--- src/rtl/muldiv_pkg.sv ---
// muldiv_pkg: shared types and constants for the multiply/divide scheduler.
//   state_e             - scheduler FSM state encoding
//   OP_MULT / OP_DIV    - req_op encodings
//   TIMEOUT_CYCLES_DEF  - default watchdog limit in RUN cycles
//   CNT_W_DEF           - default watchdog counter width
package muldiv_pkg;

  typedef enum logic [2:0] {
    ST_IDLE   = 3'd0,
    ST_ISSUE  = 3'd1,
    ST_RUN    = 3'd2,
    ST_COMMIT = 3'd3,
    ST_EXCP   = 3'd4
  } state_e;

  localparam logic OP_MULT = 1'b0;
  localparam logic OP_DIV  = 1'b1;

  localparam int TIMEOUT_CYCLES_DEF = 40;
  localparam int CNT_W_DEF          = 6;

endpackage

--- src/rtl/muldiv_sched_if.sv ---
// muldiv_sched_if: bundles the control-unit request handshake, the engine
// start/done signals and the HI/LO write controls of the scheduler.
//   slave  - scheduler view (drives starts, HI/LO controls and status)
//   master - environment view (control unit plus the two engines)
interface muldiv_sched_if;
  logic        req_valid;
  logic        req_op;
  logic [31:0] req_b;
  logic        req_ready;
  logic        mult_start;
  logic        div_start;
  logic        mult_done;
  logic        div_done;
  logic        div_zero;
  logic        hilo_sel;
  logic        hi_write;
  logic        lo_write;
  logic        busy;
  logic        done;
  logic        div0_excp;
  logic        timeout_err;

  modport slave (
    input  req_valid, req_op, req_b, mult_done, div_done, div_zero,
    output req_ready, mult_start, div_start, hilo_sel, hi_write, lo_write,
           busy, done, div0_excp, timeout_err
  );

  modport master (
    output req_valid, req_op, req_b, mult_done, div_done, div_zero,
    input  req_ready, mult_start, div_start, hilo_sel, hi_write, lo_write,
           busy, done, div0_excp, timeout_err
  );
endinterface

--- src/rtl/muldiv_watchdog.sv ---
// muldiv_watchdog: counts enabled cycles and flags expiry.
//   clk, rst_n  - clock, async active-low reset
//   clr_i       - synchronous clear (priority over enable)
//   en_i        - count this cycle
//   expired_o   - high in the enabled cycle whose increment makes the count
//                 reach TIMEOUT_CYCLES (i.e. the TIMEOUT_CYCLES-th enabled cycle)
// TIMEOUT_CYCLES must be below 2**CNT_W.
module muldiv_watchdog #(
  parameter int TIMEOUT_CYCLES = 40,
  parameter int CNT_W          = 6
) (
  input  logic clk,
  input  logic rst_n,
  input  logic clr_i,
  input  logic en_i,
  output logic expired_o
);

  localparam logic [CNT_W-1:0] CNT_LAST = CNT_W'(TIMEOUT_CYCLES - 1);
  localparam logic [CNT_W-1:0] CNT_MAX  = {CNT_W{1'b1}};

  logic [CNT_W-1:0] cnt_q, cnt_d;

  always_comb begin
    cnt_d = cnt_q;
    if (clr_i) begin
      cnt_d = '0;
    end else if (en_i && (cnt_q != CNT_MAX)) begin
      cnt_d = cnt_q + 1'b1;
    end
  end

  always_ff @(posedge clk or negedge rst_n) begin
    if (!rst_n) begin
      cnt_q <= '0;
    end else begin
      cnt_q <= cnt_d;
    end
  end

  assign expired_o = en_i && (cnt_q == CNT_LAST);

endmodule

--- src/rtl/muldiv_sched.sv ---
// muldiv_sched: sequences one multiply or divide at a time, issues the engine
// start pulse, guards the run with a watchdog and commits HI/LO.
//   clk, rst_n - clock, async active-low reset
//   bus        - muldiv_sched_if.slave: request handshake, engine start/done,
//                HI/LO write controls and status pulses
// Optional build macro MULDIV_DIV0_PRECHECK_EN: a DIV request with req_b == 0
// goes straight from IDLE to EXCP without starting the divider.
//
// state  | meaning
// -------+-------------------------------------------------------------
// IDLE   | ready for a request
// ISSUE  | one-cycle start pulse to the selected engine, watchdog cleared
// RUN    | waiting for the selected engine's done, watchdog counting
// COMMIT | one-cycle HI/LO write and done pulse
// EXCP   | one-cycle divide-by-zero exception pulse, no HI/LO write
module muldiv_sched
  import muldiv_pkg::*;
#(
  parameter int TIMEOUT_CYCLES = TIMEOUT_CYCLES_DEF,
  parameter int CNT_W          = CNT_W_DEF
) (
  input  logic           clk,
  input  logic           rst_n,
  muldiv_sched_if.slave  bus
);

  state_e state_q, state_d;
  logic   op_q, op_d;
  logic   sel_done;
  logic   wd_clr, wd_en, wd_expired;
  logic   div0_pre;

  logic req_ready_o, mult_start_o, div_start_o, hilo_sel_o;
  logic hi_write_o, lo_write_o, busy_o, done_o, div0_excp_o, timeout_err_o;

`ifdef MULDIV_DIV0_PRECHECK_EN
  assign div0_pre = (bus.req_op == OP_DIV) && (bus.req_b == 32'd0);
`else
  logic unused_req_b;
  assign unused_req_b = ^bus.req_b;
  assign div0_pre     = 1'b0;
`endif

  // Only the engine that was started is listened to.
  assign sel_done = (op_q == OP_DIV) ? bus.div_done : bus.mult_done;

  // Counter is held at zero outside RUN, so ISSUE always leaves it cleared.
  assign wd_en  = (state_q == ST_RUN);
  assign wd_clr = (state_q != ST_RUN);

  muldiv_watchdog #(
    .TIMEOUT_CYCLES (TIMEOUT_CYCLES),
    .CNT_W          (CNT_W)
  ) u_watchdog (
    .clk       (clk),
    .rst_n     (rst_n),
    .clr_i     (wd_clr),
    .en_i      (wd_en),
    .expired_o (wd_expired)
  );

  always_ff @(posedge clk or negedge rst_n) begin
    if (!rst_n) begin
      state_q <= ST_IDLE;
      op_q    <= OP_MULT;
    end else begin
      state_q <= state_d;
      op_q    <= op_d;
    end
  end

  always_comb begin
    state_d = state_q;
    op_d    = op_q;
    case (state_q)
      ST_IDLE: begin
        if (bus.req_valid) begin
          op_d    = bus.req_op;
          state_d = div0_pre ? ST_EXCP : ST_ISSUE;
        end
      end
      ST_ISSUE: state_d = ST_RUN;
      ST_RUN: begin
        // done takes priority over a simultaneous watchdog expiry
        if (sel_done) begin
          state_d = ((op_q == OP_DIV) && bus.div_zero) ? ST_EXCP : ST_COMMIT;
        end else if (wd_expired) begin
          state_d = ST_IDLE;
        end
      end
      ST_COMMIT: state_d = ST_IDLE;
      ST_EXCP:   state_d = ST_IDLE;
      default:   state_d = ST_IDLE;
    endcase
  end

  always_comb begin
    req_ready_o   = 1'b0;
    mult_start_o  = 1'b0;
    div_start_o   = 1'b0;
    hilo_sel_o    = op_q;
    hi_write_o    = 1'b0;
    lo_write_o    = 1'b0;
    busy_o        = 1'b1;
    done_o        = 1'b0;
    div0_excp_o   = 1'b0;
    timeout_err_o = 1'b0;
    case (state_q)
      ST_IDLE: begin
        req_ready_o = 1'b1;
        busy_o      = 1'b0;
        hilo_sel_o  = 1'b0;
      end
      ST_ISSUE: begin
        mult_start_o = (op_q == OP_MULT);
        div_start_o  = (op_q == OP_DIV);
      end
      ST_RUN: begin
        timeout_err_o = wd_expired && !sel_done;
      end
      ST_COMMIT: begin
        hi_write_o = 1'b1;
        lo_write_o = 1'b1;
        done_o     = 1'b1;
      end
      ST_EXCP: begin
        div0_excp_o = 1'b1;
      end
      default: begin
        busy_o = 1'b1;
      end
    endcase
  end

  assign bus.req_ready   = req_ready_o;
  assign bus.mult_start  = mult_start_o;
  assign bus.div_start   = div_start_o;
  assign bus.hilo_sel    = hilo_sel_o;
  assign bus.hi_write    = hi_write_o;
  assign bus.lo_write    = lo_write_o;
  assign bus.busy        = busy_o;
  assign bus.done        = done_o;
  assign bus.div0_excp   = div0_excp_o;
  assign bus.timeout_err = timeout_err_o;

endmodule

--- src/flat_wrapper.sv ---
// flat-port wrapper written by rule: the top's interface ports become plain ports
module muldiv_sched_flat import muldiv_pkg::*;
#(
  parameter int TIMEOUT_CYCLES = TIMEOUT_CYCLES_DEF,
  parameter int CNT_W          = CNT_W_DEF
)
  (clk, rst_n, bus_req_valid, bus_req_op, bus_req_b, bus_mult_done, bus_div_done, bus_div_zero, bus_req_ready, bus_mult_start, bus_div_start, bus_hilo_sel, bus_hi_write, bus_lo_write, bus_busy, bus_done, bus_div0_excp, bus_timeout_err);
  muldiv_sched_if bus_i ();
  input  logic clk;
  input  logic rst_n;
  input wire logic [$bits(bus_i.req_valid)-1:0] bus_req_valid;
  input wire logic [$bits(bus_i.req_op)-1:0] bus_req_op;
  input wire logic [$bits(bus_i.req_b)-1:0] bus_req_b;
  input wire logic [$bits(bus_i.mult_done)-1:0] bus_mult_done;
  input wire logic [$bits(bus_i.div_done)-1:0] bus_div_done;
  input wire logic [$bits(bus_i.div_zero)-1:0] bus_div_zero;
  output wire logic [$bits(bus_i.req_ready)-1:0] bus_req_ready;
  output wire logic [$bits(bus_i.mult_start)-1:0] bus_mult_start;
  output wire logic [$bits(bus_i.div_start)-1:0] bus_div_start;
  output wire logic [$bits(bus_i.hilo_sel)-1:0] bus_hilo_sel;
  output wire logic [$bits(bus_i.hi_write)-1:0] bus_hi_write;
  output wire logic [$bits(bus_i.lo_write)-1:0] bus_lo_write;
  output wire logic [$bits(bus_i.busy)-1:0] bus_busy;
  output wire logic [$bits(bus_i.done)-1:0] bus_done;
  output wire logic [$bits(bus_i.div0_excp)-1:0] bus_div0_excp;
  output wire logic [$bits(bus_i.timeout_err)-1:0] bus_timeout_err;
  assign bus_i.req_valid = bus_req_valid;
  assign bus_i.req_op = bus_req_op;
  assign bus_i.req_b = bus_req_b;
  assign bus_i.mult_done = bus_mult_done;
  assign bus_i.div_done = bus_div_done;
  assign bus_i.div_zero = bus_div_zero;
  assign bus_req_ready = bus_i.req_ready;
  assign bus_mult_start = bus_i.mult_start;
  assign bus_div_start = bus_i.div_start;
  assign bus_hilo_sel = bus_i.hilo_sel;
  assign bus_hi_write = bus_i.hi_write;
  assign bus_lo_write = bus_i.lo_write;
  assign bus_busy = bus_i.busy;
  assign bus_done = bus_i.done;
  assign bus_div0_excp = bus_i.div0_excp;
  assign bus_timeout_err = bus_i.timeout_err;
  muldiv_sched #(.TIMEOUT_CYCLES(TIMEOUT_CYCLES), .CNT_W(CNT_W)) u_core (.clk(clk), .rst_n(rst_n), .bus(bus_i));
endmodule
--- config.mk ---
export PLATFORM = sky130hd
export DESIGN_NAME = muldiv_sched_flat
export DESIGN_NICKNAME = d
export VERILOG_FILES = /design/src/rtl/muldiv_pkg.sv /design/src/rtl/muldiv_sched_if.sv /design/src/rtl/muldiv_watchdog.sv /design/src/rtl/muldiv_sched.sv /design/src/flat_wrapper.sv
export SDC_FILE = /design/constraint.sdc
export NUM_CORES = 1
export LEC_CHECK = 0
export CAP_MARGIN = 20
export CORE_MARGIN = 2
export CORE_UTILIZATION = 35
export DETAILED_ROUTE_END_ITERATION = 8
export PLACE_DENSITY = 0.83
export SYNTH_ARGS = -nofsm -noshare
export SYNTH_HDL_FRONTEND = slang
export SYNTH_HIERARCHICAL = 1
export SYNTH_SLANG_ARGS = --single-unit
--- constraint.sdc ---
create_clock -name clk -period 6.3 [get_ports clk]
set_input_delay 1.26 -clock clk [delete_from_list [all_inputs] [get_ports clk]]
set_output_delay 1.26 -clock clk [all_outputs]
set_load 0.01 [all_outputs]
==> summary.txt <==
Final layout
  • Diodes inserted: 0
  • Nets: about 120
  • Layout cells sized above 1: 0.0976
  • Area delta synth->final: 26.0%
  • Post-layout instance area: 820 sq um
  • Commonest cells after routing, fill and taps aside: clkdlybuf4s50_1, dfrtp_1, nand2_1
  • Fin util: 0.470
  • Fill count: between 150 and 200
  • Most common cell after layout, fill and taps aside: clkdlybuf4s50_1

Synth
  • Synth top area share: 0.385
  • Synth Warn #: 6
  • Avg Inst Size Synth: 9.57 sq um
  • Async S/R FF share, synth: 1.00
  • Top cells by area, synth: dfrtp_1, nor3b_1, buf_4
  • Synth unique cells: 34
  • Syn Inst Count: a little under 70
  • Net Count, Synth: approximately 110
  • Number of synthesized flops with an enable pin: 0
  • Post-synthesis register bit count: 10
  • Leading area contributor after synthesis: dfrtp_1
  • Syn Std Cell Area: approximately 650 sq um
  • Post-synthesis sequential area ratio: 0.385
  • Synth Flop Type: dfrtp_1

Timing
  • Final Max Tran Viols: 0
  • Tcrit/Tclk final: 0.654
  • Min Tclk post-route: around 4.1 ns
  • Layout Skew: around 0.0026 ns
  • Unrepaired setup endpoints after global routing: false
  • Final Hold Vio Count: 0
  • Finish-stage setup viols: 0
  • Setup TNS: 0 ns
  • Fmax: around 240 MHz
  • Fin worst setup slack: ~2.2 ns
  • Worst rel slew slack: 0.693
  • Worst-Margin Slew: 0.460 ns

Critical path
  • Worst EP required: roughly 5.0 ns
  • Critical Path Source Type: flop
  • Worst-path cell chain: or3b_1 -> clkinv_2 -> nand3_1 -> nor4b_1 -> nand3_1 -> nor2_1 -> clkdlybuf4s50_1
  • CP arrival: about 2.9 ns
  • Worst setup path class: flop to primary output
  • Critical Path Most Common Cell: nand3_1
  • Worst R2R End: u_core/state_q[1]$_DFFE_PN0P_
  • FF-to-FF Start: u_core/state_q[2]$_DFFE_PN0P_
  • Worst Reg-to-Reg Cells: 6
  • Crit-path max FO: 11
  • Slowest-stage cell, CP: or3b_1
  • Worst Setup End Kind: primary output
  • Reg-to-reg slack, setup: ~4 ns
  • Max incr delay on CP: roughly 0.57 ns

Power
  • Combinational power share: 0.502
  • Switch Pwr: 0.106 mW
  • Lkg Pwr: ~0.32 nW
  • Seq pwr share: 0.341
  • P_int: 0.168 mW
  • Maximum vdd ir drop: 0.126 mV
  • Clock power share: 0.157
  • Cell Pwr Density: roughly 330 nW/um^2
  • Switching Share: 0.387

Job
  • MaxCap Viol Count: 0

Placed design
  • Placed cell area: around 800 sq um
  • Detailed placement HPWL: 1000 um
  • DP Worst Slack: between 2 and 3 ns
  • Routability Congestion: between 0.8 and 0.9
  • Port bufs: 16

Global routing
  • Grt ovf: 0
  • Initial antenna violation count: 0
  • First-pass GRT wire length: between 2000 and 2500 um
  • Overall Global Routing Usage: 0.147
  • Largest net degree at the start of global routing: 12
  • Vias in the first global route: between 500 and 600

Routing
  • DRT Pass-1 Iters: 4
  • Initial DRC Count: 6
  • Final wirelength: 1340 um
  • WL/cell: 12.5 um
  • Routed Antenna Nets: 0
  • Residual DRC: 0
  • Via count: between 500 and 600
  • Vias per cell: ~5.2

Floorplanning
  • I/O Pins: roughly 50
  • Core Region: around 1700 sq um
  • Starting Density: 0.373
  • Die Wd: between 40 and 50 um
  • Row cnt: 15
  • Area of the die: between 2000 and 2500 sq um
  • Die Ht: roughly 47 um

Clock network
  • PostCTS Resize Cnt: 0
  • Clk root buf: clkbuf_4
  • CTS tree: built
  • Setup bufs post-CTS: 0
  • Clk pin slew, worst setup/hold paths: 0.06 ns
  • CTS sink count: 10
  • H-tree levels: 1
  • Clock buffer depth: 2
  • TritonCTS Buffers: 3
  • Number of hold buffers added after CTS: 0
  • Clock latency at the later pin of the worst-skew pair: roughly 0.26 ns

Hold path
  • HP Class: flop to flop
  • Hold depth: 1
  • Hold Path Sink: u_core/op_q$_DFFE_PN0P_
  • Worst hold start: u_core/op_q$_DFFE_PN0P_

Outcome
  • Outcome: finished, final reports clean
[layout make-up]
type / instances / area, sq um / share of cell area
multi-input cells: 48 / 335 / 0.409
repair buffers: 16 / 160 / 0.195
clock buffers: 3 / 22.5 / 0.0275
well taps: 25 / 31.3 / 0.0382
flip-flops and latches: 10 / 250 / 0.305
inverters: 5 / 20.0 / 0.0244
[routing by layer]
layer	vias up	GRT usage	share of wire
li1	275	-	-
met1	256	0.177	0.45
met2	27	0.219	0.45
met3	2	0.0308	0.087
met4	0	0.133	0.013
met5	-	0	0
[power by group through the flow]
stage	logic (mW)	registers, mW	clock network [mW]
6_report	0.137	0.0933	0.0430
5_1_grt	0.150	0.0970	0.0464
4_1_cts	0.139	0.0932	0.0455
3_5_place_dp	0.139	0.0944	0
3_3_place_gp	0.135	0.0934	0
2_1_floorplan	0.0953	0.0909	0
[how the worst max path moves through the flow]
| stage | slack (ns) | from | to |
|---|---|---|---|
| floorplan | 3.26 | u_core/state_q[2]$_DFFE_PN0P_ | bus_timeout_err |
| global placement | 2.51 | bus_div_done | bus_timeout_err |
| detailed placement | 2.50 | bus_div_done | bus_timeout_err |
| CTS | 2.22 | u_core/state_q[2]$_DFFE_PN0P_ | bus_timeout_err |
| global route | 2.10 | u_core/state_q[2]$_DFFE_PN0P_ | bus_timeout_err |
| finish | 2.18 | u_core/state_q[2]$_DFFE_PN0P_ | bus_timeout_err |
[worst max-delay path, delay by kind of cell, from the launching register on]
family | cells | cell delay, ns
AND/OR/NAND/NOR | 5 | 1.42
buffers and inverters | 2 | 0.76
flip-flops | 1 | 0.41
[state kept, by name (all words and copies together) (netlist names)]
register,count
u_core/u_watchdog/cnt_q,6
u_core/op_q,1
u_core/state_q,3
[cell usage after synthesis (2+ instances only)]
library cell,n
dfrtp_1,10
nand2_1,6
inv_1,4
nand3_1,4
nor2_1,4
nor3b_1,4
buf_4,3
a41oi_1,2
buf_6,2
nand4b_1,2
nor2b_1,2
nor3_1,2
o211ai_1,2
[stage by stage]
stage | hold WS, ns | std cells | total power [mW]
floorplan | 0.549 | 68 | 0.186
global placement | 0.583 | 104 | 0.228
detailed placement | 0.612 | 104 | 0.233
CTS | 0.623 | 107 | 0.278
global route | 0.667 | 107 | 0.293
finish | 0.618 | 107 | 0.274
[kinds of logic (layout without fill, tap and decap cells)]
family          count (synthesis)  after routing  share of synthesized area
fa+ha+maj                       1              1                     0.0192
buf+inv                        10             24                      0.100
flops                          10             10                      0.385
compound gates                 13             13                      0.169
simple gates                   33             33                      0.310
mux                             1              1                     0.0173
Note: power is estimated with default switching activity, not from simulation.
